===== src/rtl/mdu_sequencer_if.sv =====
// rtl/mdu_sequencer_if.sv - EX-stage handshake bundle between the pipeline and the multiply/divide unit
interface mdu_sequencer_if #(parameter int WIDTH = 32);
  logic             start;
  logic [2:0]       Funct3;
  logic [WIDTH-1:0] SrcA;
  logic [WIDTH-1:0] SrcB;
  logic             flush;
  logic             busy;
  logic             stall;
  logic             done;
  logic [WIDTH-1:0] Result;

  modport master (
    output start, Funct3, SrcA, SrcB, flush,
    input  busy, stall, done, Result
  );

  modport slave (
    input  start, Funct3, SrcA, SrcB, flush,
    output busy, stall, done, Result
  );
endinterface


===== src/rtl/mdu_sequencer.sv =====
// rtl/mdu_sequencer.sv - iterative RV32M multiply/divide unit, one bit per cycle
module mdu_sequencer #(
  parameter int WIDTH = 32
) (
  input logic          clk,
  input logic          reset,
  mdu_sequencer_if.slave bus
);
  localparam logic [1:0] IDLE = 2'd0;
  localparam logic [1:0] CALC = 2'd1;
  localparam logic [1:0] DONE = 2'd2;
  localparam int CW = (WIDTH > 1) ? $clog2(WIDTH) : 1;
  localparam logic [WIDTH-1:0] MIN_INT = {1'b1, {(WIDTH-1){1'b0}}};

  logic [1:0]       state;
  logic [CW-1:0]    cnt;
  logic [2:0]       op;
  logic             sign_a, sign_b, special;
  logic [WIDTH-1:0] a_reg, b_reg, result_reg;
  // rem[WIDTH:1] is the partial remainder / product; rem[0] is the next dividend bit
  logic [WIDTH:0]   rem;

  logic             in_div, in_signed, in_sign_a, in_sign_b, in_special;
  logic [WIDTH-1:0] mag_a, mag_b;
  logic [WIDTH:0]   trial;
  logic [WIDTH-1:0] quo, rmd, final_val;

  always_comb begin
    in_div     = bus.Funct3[2];
    in_signed  = in_div & ~bus.Funct3[0];
    in_sign_a  = in_signed & bus.SrcA[WIDTH-1];
    in_sign_b  = in_signed & bus.SrcB[WIDTH-1];
    mag_a      = in_sign_a ? -bus.SrcA : bus.SrcA;
    mag_b      = in_sign_b ? -bus.SrcB : bus.SrcB;
    in_special = in_div && ((bus.SrcB == '0) ||
                 (in_signed && bus.SrcA == MIN_INT && bus.SrcB == '1));
  end

  always_comb begin
    trial = rem - {1'b0, b_reg};
    if (special) begin
      quo = (b_reg == '0) ? '1 : MIN_INT;
      rmd = (b_reg == '0) ? a_reg : '0;
    end else begin
      quo = (sign_a ^ sign_b) ? -a_reg : a_reg;
      rmd = sign_a ? -rem[WIDTH:1] : rem[WIDTH:1];
    end
    if (!op[2])
      final_val = rem[WIDTH:1];
    else if (op[1])
      final_val = rmd;
    else
      final_val = quo;
  end

  assign bus.busy   = (state == CALC);
  assign bus.done   = (state == DONE);
  assign bus.stall  = bus.start && !bus.done;
  assign bus.Result = (state == DONE) ? final_val : result_reg;

  always_ff @(posedge clk) begin
    if (reset) begin
      state      <= IDLE;
      cnt        <= '0;
      op         <= '0;
      sign_a     <= 1'b0;
      sign_b     <= 1'b0;
      special    <= 1'b0;
      a_reg      <= '0;
      b_reg      <= '0;
      rem        <= '0;
      result_reg <= '0;
    end else begin
      // a flush in DONE still retires the result that done already announced
      if (state == DONE)
        result_reg <= final_val;
      if (bus.flush) begin
        state <= IDLE;
      end else begin
        case (state)
          IDLE: if (bus.start) begin
            op      <= bus.Funct3;
            sign_a  <= in_sign_a;
            sign_b  <= in_sign_b;
            special <= in_special;
            cnt     <= '0;
            if (!in_div) begin
              a_reg <= bus.SrcA;
              b_reg <= bus.SrcB;
              rem   <= '0;
            end else begin
              a_reg <= in_special ? bus.SrcA : mag_a;
              b_reg <= mag_b;
              rem   <= {{WIDTH{1'b0}}, mag_a[WIDTH-1]};
            end
            state <= in_special ? DONE : CALC;
          end
          CALC: begin
            cnt <= cnt + 1'b1;
            if (op[2]) begin
              rem   <= trial[WIDTH] ? {rem[WIDTH-1:0], a_reg[WIDTH-2]}
                                    : {trial[WIDTH-1:0], a_reg[WIDTH-2]};
              a_reg <= {a_reg[WIDTH-2:0], ~trial[WIDTH]};
            end else begin
              if (b_reg[0])
                rem <= {rem[WIDTH:1] + a_reg, 1'b0};
              a_reg <= a_reg << 1;
              b_reg <= b_reg >> 1;
            end
            if (cnt == CW'(WIDTH - 1))
              state <= DONE;
          end
          default: state <= IDLE;
        endcase
      end
    end
  end
endmodule

===== src/flat_wrapper.sv =====
// flat-port wrapper written by rule: the top's interface ports become plain ports
module mdu_sequencer_flat 
#(
  parameter int WIDTH = 32
)
  (clk, reset, bus_start, bus_Funct3, bus_SrcA, bus_SrcB, bus_flush, bus_busy, bus_stall, bus_done, bus_Result);
  mdu_sequencer_if #(.WIDTH(WIDTH)) bus_i ();
  input logic clk;
  input logic reset;
  input wire logic [$bits(bus_i.start)-1:0] bus_start;
  input wire logic [$bits(bus_i.Funct3)-1:0] bus_Funct3;
  input wire logic [$bits(bus_i.SrcA)-1:0] bus_SrcA;
  input wire logic [$bits(bus_i.SrcB)-1:0] bus_SrcB;
  input wire logic [$bits(bus_i.flush)-1:0] bus_flush;
  output wire logic [$bits(bus_i.busy)-1:0] bus_busy;
  output wire logic [$bits(bus_i.stall)-1:0] bus_stall;
  output wire logic [$bits(bus_i.done)-1:0] bus_done;
  output wire logic [$bits(bus_i.Result)-1:0] bus_Result;
  assign bus_i.start = bus_start;
  assign bus_i.Funct3 = bus_Funct3;
  assign bus_i.SrcA = bus_SrcA;
  assign bus_i.SrcB = bus_SrcB;
  assign bus_i.flush = bus_flush;
  assign bus_busy = bus_i.busy;
  assign bus_stall = bus_i.stall;
  assign bus_done = bus_i.done;
  assign bus_Result = bus_i.Result;
  mdu_sequencer #(.WIDTH(WIDTH)) u_core (.clk(clk), .reset(reset), .bus(bus_i));
endmodule

===== config.mk =====
export PLATFORM = sky130hd
export DESIGN_NAME = mdu_sequencer_flat
export DESIGN_NICKNAME = d
export VERILOG_FILES = /design/src/rtl/mdu_sequencer_if.sv /design/src/rtl/mdu_sequencer.sv /design/src/flat_wrapper.sv
export SDC_FILE = /design/constraint.sdc
export NUM_CORES = 1
export LEC_CHECK = 0
export CORE_UTILIZATION = 60
export CTS_BUF_LIST = sky130_fd_sc_hd__clkbuf_16
export CTS_CLUSTER_SIZE = 12
export DETAILED_ROUTE_END_ITERATION = 10
export PLACE_DENSITY = 0.82
export SETUP_SLACK_MARGIN = 0.1
export SYNTH_ARGS = -nofsm -noshare
export SYNTH_HDL_FRONTEND = slang
export SYNTH_SLANG_ARGS = --single-unit

===== constraint.sdc =====
create_clock -name clk -period 4.3 [get_ports clk]
set_input_delay 0.645 -clock clk [delete_from_list [all_inputs] [get_ports clk]]
set_output_delay 0.645 -clock clk [all_outputs]
set_load 0.005 [all_outputs]

==> run summary, run 1 <==
* **run status** finished, violations left
* **failing checks** DRC
* **hold buffer count at CTS** 0
* **list of cells traversed by the critical path** or4_4 -> nor3_4 -> nand4_1 -> or2_1 -> o31ai_2 -> xnor2_1 -> a221o_1 -> o211ai_1 -> nand2_1 -> clkdlybuf4s50_1
* **critical path buffer and inverter count** 1
* **insertion delay to the later sink of the worst-skew pair** 0.44 ns
* **type of destination of the critical path** output pin
* **EDFF count, synth** 0
* **fraction of power spent switching nets** 0.344
* **count of different cell masters after synthesis** 86
* **largest stage delay on the critical path** 0.60 ns
* **part of the Yosys area used for sequential elements** 0.209
* **setup repair after global routing missed its margin** false
* **clock tree root buffer cell** sky130_fd_sc_hd__clkbuf_16
* **standby leakage power** 6.32 nW
* **crit path DAT** 3.49 ns
* **P_int** 2.59 mW
* **maximum fanout encountered on the critical timing path** 4
* **crit path kind** reg2out
* **register area** 2830 um^2
* **placer congestion estimate** 1.01
* **maximum buffer depth of the clock tree** 2
* **clock tree sinks** 141
* **Port-buffer cells** 105
* **Finished Cell Area** 15700 um^2
* **clock share of power** 0.383
* **effective utilization at floorplan** 0.615
* **instance area after placement** 14900 um^2
* **met1 global-route usage** 0.509
* **synthesized area per cell** 7.15 um^2
* **average wire per standard cell** 20.8 um
* **clock skew** 0.0156 ns
* **Reg power frac** 0.357
* **clock buffers created by TritonCTS** 17
* **category of cells accounting for the largest share of critical-path delay** simple AND/OR/NAND/NOR gates
* **Vert. Die Dim** 152 um
* **vias in the first global route** 13900
* **post-synthesis to final-layout area growth** 16.3%
* **number of flip-flops under the largest register name** 33
* **worst hold path type** reg2reg
* **Die Width** 152 um
* **Post-Route Utilization** 0.715
* **final wirelength** 47.1 mm
* **warnings from Yosys** 0
* **Logic pwr share** 0.260
* **element type at the critical path start** flip-flop
* **global-route congestion overflow total** 0
* **leading post-synthesis cells by cell area** sky130_fd_sc_hd__dfxtp_1, sky130_fd_sc_hd__ha_1, sky130_fd_sc_hd__a21oi_1, sky130_fd_sc_hd__xnor2_1, sky130_fd_sc_hd__nand2_1
* **fill cell count** 1861
* **DIE AREA** 23100 um^2
* **total nets after synthesis** 2031
* **prevailing post-synth register cell** sky130_fd_sc_hd__dfxtp_1
* **fin crit period** 4.14 ns
* **most frequently used cell type in the post-synthesis netlist** sky130_fd_sc_hd__nand2_1
* **final cycle utilization of the critical path** 0.962
* **DRC marker count from the first detailed-route iteration** 1617
* **CTS clock-pin slew for the worst setup and hold paths** 0.07 ns
* **final hold vios** 0
* **proportion of register bits with asynchronous set or reset after synthesis** 0
* **VDD IR-drop max** 0.229 mV
* **WP data required** 3.65 ns
* **slowest library cell on the worst path** sky130_fd_sc_hd__or4_4
* **post-synthesis instance area** 13500 um^2
* **layer with the highest usage after global routing** met2
* **max-cap viol count** 0
* **post-DP HPWL** 35.2 mm
* **aggregate global-route resource usage** 0.399
* **number of instances in the synthesized netlist** 1888
* **number of top-level design ports** 106
* **post-detailed-route count of antenna-violating nets** 0
* **clock tree from TritonCTS** yes
* **area fraction of the dominant cell type after synthesis** 0.209
* **area of the placeable core** 22000 um^2
* **antenna violations before repair** 0
* **headroom to the max-slew limit** 0.344
* **Max Transition Viols Final** 0
* **largest register by flop count** u_core.rem
* **final setup fails** 0
* **most frequent cells after synthesis** sky130_fd_sc_hd__nand2_1, sky130_fd_sc_hd__nor2_1, sky130_fd_sc_hd__a21oi_1
* **Setup TNS Final** 0 ns
* **ratio of total power to cell area** 252 nW/um^2
* **detail-routed via count per cell** 6.68
* **top achievable clock speed** 0.242 GHz
* **number of antenna diodes** 0
* **Vias** 15100
* **cell accounting for the most synthesized area** sky130_fd_sc_hd__dfxtp_1
* **total number of nets in the final design** 2114
* **count of TritonRoute iterations in the first routing pass** 9
* **largest net degree at the start of global routing** 63
* **multi-input combinational cell area** 10000 um^2
* **number of remaining DRC errors** 2
* **std cell rows** 54
* **global-route track usage on met3** 0.0930
* **switching power summed over all nets** 1.36 mW
* **GR Util met2** 0.629
* **H-tree lvl count** 4
* **register bit count reported by yosys** 141
* **fraction of final layout cells sized beyond drive strength 1** 0.0867
* **first-pass GRT wire length** 73.8 mm
* **Tightest Pin Transition** 0.984 ns
-- routing by layer --
layer  part of all wire  vias up
met5                  0        -
met4              0.046        0
met3               0.11      159
met2               0.44      878
met1               0.40     6976
li1                   -     7120
-- power groups by stage --
stage | sequential [mW] | clock (mW) | combinational (mW)
3_5_place_dp | 1.44 | 0 | 0.969
3_3_place_gp | 1.43 | 0 | 0.961
4_1_cts | 1.41 | 1.52 | 0.978
5_1_grt | 1.41 | 1.57 | 1.11
2_1_floorplan | 1.42 | 0 | 0.665
6_report | 1.41 | 1.51 | 1.03
-- cell usage in the layout (no fill, tap or decap), types with 7 or more instances in the layout --
cell type / instances
sky130_fd_sc_hd__nand2_1: 190
sky130_fd_sc_hd__nor2_1: 186
sky130_fd_sc_hd__a21oi_1: 170
sky130_fd_sc_hd__o21ai_0: 138
sky130_fd_sc_hd__dfxtp_1: 138
sky130_fd_sc_hd__clkdlybuf4s50_1: 101
sky130_fd_sc_hd__xnor2_1: 87
sky130_fd_sc_hd__buf_4: 76
sky130_fd_sc_hd__ha_1: 70
sky130_fd_sc_hd__inv_1: 66
sky130_fd_sc_hd__xor2_1: 58
sky130_fd_sc_hd__nand3_1: 48
sky130_fd_sc_hd__a31oi_1: 47
sky130_fd_sc_hd__nor3_1: 45
sky130_fd_sc_hd__a211oi_1: 41
sky130_fd_sc_hd__a21o_1: 33
sky130_fd_sc_hd__and2_1: 31
sky130_fd_sc_hd__a22oi_1: 27
sky130_fd_sc_hd__mux2i_1: 26
sky130_fd_sc_hd__o211ai_1: 23
sky130_fd_sc_hd__and3_1: 22
sky130_fd_sc_hd__or3_1: 21
sky130_fd_sc_hd__o31ai_1: 21
sky130_fd_sc_hd__nand2b_1: 19
sky130_fd_sc_hd__nor4_1: 19
sky130_fd_sc_hd__nand4_1: 19
sky130_fd_sc_hd__clkbuf_16: 17
sky130_fd_sc_hd__o21a_1: 16
sky130_fd_sc_hd__o41ai_1: 13
sky130_fd_sc_hd__nor2b_1: 12
sky130_fd_sc_hd__or4_1: 9
sky130_fd_sc_hd__a221oi_1: 9
sky130_fd_sc_hd__or4_4: 8
sky130_fd_sc_hd__a41oi_1: 7
sky130_fd_sc_hd__o22ai_1: 7
-- area by class of cell --
cell class	instances	share of cell area
Clock buffer	17	0.0271
Clock inverter	15	0.0111
Inverter	67	0.0160
Multi-Input combinational cell	1561	0.637
Sequential cell	141	0.180
Tap cell	280	0.0223
Timing Repair Buffer	183	0.106
-- through the flow --
step | total power [mW] | hold WS, ns | instances | setup slack, ns
global route | 4.10 | 0.493 | 2264 | 0.0814
floorplan | 2.08 | 0.440 | 1888 | 1.05
global placement | 2.39 | 0.448 | 2224 | 0.500
detailed placement | 2.40 | 0.454 | 2224 | 0.441
finish | 3.95 | 0.464 | 2264 | 0.162
CTS | 3.90 | 0.463 | 2256 | 0.0183
-- cells by family (layout without fill, tap and decap cells) --
kind of cell	count (synthesis)	count (layout)	share of synthesized area
compound gates	630	630	0.298
xor+xnor	146	146	0.0948
fa+ha+maj	72	72	0.0679
buf+inv	186	282	0.0594
flops	141	141	0.209
mux	28	28	0.0210
simple gates	685	685	0.250
-- worst paths after layout --
path                    startpoint                    end  slack, ns  depth (start not counted)
max                  u_core.rem[7]         bus_Result[31]       0.16                         10
min          u_core.result_reg[10]  u_core.result_reg[10]       0.46                          2
max reg2reg         u_core.rem[12]         u_core.rem[29]       0.54                          8
min reg2reg  u_core.result_reg[10]  u_core.result_reg[10]       0.46                          2
-- worst reg2reg max path, cell delays in order (launching register included) --
cell and delay [ns]:
sky130_fd_sc_hd__dfxtp_1 0.68, sky130_fd_sc_hd__ha_1 0.42, sky130_fd_sc_hd__and3_1 0.28, sky130_fd_sc_hd__a311oi_1 0.46, sky130_fd_sc_hd__a211oi_1 0.23, sky130_fd_sc_hd__o41ai_1 0.78
sky130_fd_sc_hd__nor4bb_1 0.13, sky130_fd_sc_hd__o41ai_1 0.48, sky130_fd_sc_hd__a221oi_1 0.13
-- timing repair --
item / 4_1_cts / 5_1_grt
buffers inserted: 0 / 8
endpoints found under the setup margin: 6 / 23
resized for setup: 5 / 28
hold endpoints to repair: 0 / 0
pin swaps: 0 / 13
Note: power is estimated with default switching activity, not from simulation.
==> inputs of run 2 (changes only) <==
--- a/config.mk
+++ b/config.mk
@@ -5,12 +5,15 @@
 export SDC_FILE = /design/constraint.sdc
 export NUM_CORES = 1
 export LEC_CHECK = 0
-export CORE_UTILIZATION = 60
+export CELL_PAD_IN_SITES_DETAIL_PLACEMENT = 1
+export CELL_PAD_IN_SITES_GLOBAL_PLACEMENT = 1
+export CORE_UTILIZATION = 44
 export CTS_BUF_LIST = sky130_fd_sc_hd__clkbuf_16
 export CTS_CLUSTER_SIZE = 12
 export DETAILED_ROUTE_END_ITERATION = 10
-export PLACE_DENSITY = 0.82
+export PLACE_DENSITY_LB_ADDON = 0.1
 export SETUP_SLACK_MARGIN = 0.1
+export SKIP_CTS_REPAIR_TIMING = 1
 export SYNTH_ARGS = -nofsm -noshare
 export SYNTH_HDL_FRONTEND = slang
 export SYNTH_SLANG_ARGS = --single-unit
==> run 2 against run 1 <==
Compared with the run above: the run now ends clean; core utilization shrank 18 points; cell area up 2.2%; non-clock buffer count rose by 17; clock-buffer cell count stayed put; sequential power about the same; via count rose by 0.98%; fmax shrank 0.75%; sequential share of layout area shrank 0.39 points; critical path type unchanged; largest cell class unchanged.
==> run summary, run 2 (synthesis gave the netlist of run 1 again) <==
* **run status** completed
* **clock buffers created by TritonCTS** 17
* **first-pass GRT wire length** 84.3 mm
* **fraction of final layout cells sized beyond drive strength 1** 0.100
* **worst hold path type** reg2reg
* **placer congestion estimate** 0.961
* **maximum fanout encountered on the critical timing path** 4
* **antenna violations before repair** 1
* **number of remaining DRC errors** 0
* **type of destination of the critical path** output pin
* **final setup fails** 0
* **vias in the first global route** 14900
* **headroom to the max-slew limit** 0.305
* **fin worst setup slack** 0.131 ns
* **detail-routed via count per cell** 6.39
* **area of the placeable core** 29900 um^2
* **crit path DAT** 3.52 ns
* **clock tree from TritonCTS** yes
* **largest net degree at the start of global routing** 87
* **number of antenna diodes** 0
* **post-DP HPWL** 41.9 mm
* **global-route congestion overflow total** 0
* **final hold vios** 0
* **crit path kind** reg2out
* **clock tree root buffer cell** sky130_fd_sc_hd__clkbuf_16
* **average wire per standard cell** 22.9 um
* **WP data required** 3.65 ns
* **max-cap viol count** 0
* **Max Transition Viols Final** 0
* **number of flip-flops under the largest register name** 33
* **aggregate global-route resource usage** 0.349
* **setup repair after global routing missed its margin** true
* **total number of nets in the final design** 2131
* **clock tree sinks** 141
* **VDD IR-drop max** 0.288 mV
* **std cell rows** 63
* **capture point of the critical path** bus_Result[29]
* **CTS clock-pin slew for the worst setup and hold paths** 0.06 ns
* **Die Width** 177 um
* **ratio of total power to cell area** 253 nW/um^2
* **DIE AREA** 31400 um^2
* **Port-buffer cells** 105
* **standby leakage power** 6.42 nW
* **endpoint of the worst register-to-register path** u_core.rem[18]
* **largest register by flop count** u_core.rem
* **clock skew** 0.0250 ns
* **Post-Route Utilization** 0.537
* **slack of the worst reg-to-reg path** 0.30 ns
* **Vert. Die Dim** 177 um
* **r2r startpoint** u_core.rem[1]
* **post-detailed-route count of antenna-violating nets** 0
* **leading cell type in the layout, fill and taps excluded** sky130_fd_sc_hd__nand2_1
* **highest-count cells in the layout ignoring fill and taps** sky130_fd_sc_hd__nand2_1, sky130_fd_sc_hd__nor2_1, sky130_fd_sc_hd__a21oi_1
* **Setup TNS Final** 0 ns
* **fin crit period** 4.17 ns
* **Setup WS pre-CTS** 0.241 ns
* **final wirelength** 54.7 mm
* **maximum buffer depth of the clock tree** 2
* **final cycle utilization of the critical path** 0.970
* **DRC marker count from the first detailed-route iteration** 1269
* **insertion delay to the later sink of the worst-skew pair** 0.47 ns
* **top achievable clock speed** 0.240 GHz
* **element type at the critical path start** flip-flop
* **count of TritonRoute iterations in the first routing pass** 5
* **WHS Path Cells** 2
* **worst reg-to-reg path cell count** 13
* **Vias** 15300
* **post-synthesis to final-layout area growth** 18.9%
* **H-tree lvl count** 4
* **number of top-level design ports** 106
* **launch point of the critical path** u_core.rem[10]
* **effective utilization at floorplan** 0.452
* **Tightest Pin Transition** 1.04 ns
-- run 2: stage by stage --
stage | instances | total power [mW] | instance area [um^2] | hold slack [ns]
2_1_floorplan | 1888 | 2.08 | 13500 | 0.440
3_3_place_gp | 2353 | 2.44 | 15200 | 0.450
3_5_place_dp | 2353 | 2.46 | 15200 | 0.459
4_1_cts | 2385 | 4.02 | 15800 | 0.468
5_1_grt | 2391 | 4.21 | 16000 | 0.506
6_report | 2391 | 4.06 | 16000 | 0.465
-- run 2: worst min-delay path by stage --
| stage | start | to | slack [ns] |
|---|---|---|---|
| 2_1_floorplan | u_core.result_reg[10] | u_core.result_reg[10] | 0.44 |
| 3_3_place_gp | u_core.result_reg[4] | u_core.result_reg[4] | 0.45 |
| 3_5_place_dp | u_core.result_reg[4] | u_core.result_reg[4] | 0.46 |
| 4_1_cts | u_core.result_reg[4] | u_core.result_reg[4] | 0.47 |
| 5_1_grt | u_core.result_reg[4] | u_core.result_reg[4] | 0.51 |
| 6_report | u_core.result_reg[4] | u_core.result_reg[4] | 0.47 |
-- run 2: metal layers --
| metal | part of all wire | GRT usage |
|---|---|---|
| met1 | 0.44 | 0.455 |
| met2 | 0.47 | 0.576 |
| met3 | 0.064 | 0.0528 |
| met4 | 0.028 | 0.131 |
| met5 | 0 | 0 |
-- run 2: area by class of cell --
type	instances	area, um^2
Clock buffer	17	425
Sequential cell	141	2830
Timing Repair Buffer	200	1780
Multi-Input combinational cell	1561	10100
Fill cell	3809	13800
Tap cell	390	488
Clock inverter	15	168
Inverter	67	251
-- run 2: critical path, stage by stage (launching register included) --
cell and delay [ns]:
sky130_fd_sc_hd__dfxtp_1 0.31, sky130_fd_sc_hd__or4_4 0.61, sky130_fd_sc_hd__nor3_4 0.27, sky130_fd_sc_hd__nand4_1 0.23
sky130_fd_sc_hd__or2_4 0.33, sky130_fd_sc_hd__o41ai_4 0.22, sky130_fd_sc_hd__xnor2_1 0.11, sky130_fd_sc_hd__o2111ai_1 0.20
sky130_fd_sc_hd__o2111a_1 0.26, sky130_fd_sc_hd__clkdlybuf4s50_1 0.53
-- run 2: power breakdown --
group          total (mW)  internal, mW  switching (mW)
combinational        1.07         0.430           0.645
sequential           1.42          1.35          0.0734
clock                1.57         0.832           0.734
total                4.06          2.61            1.45
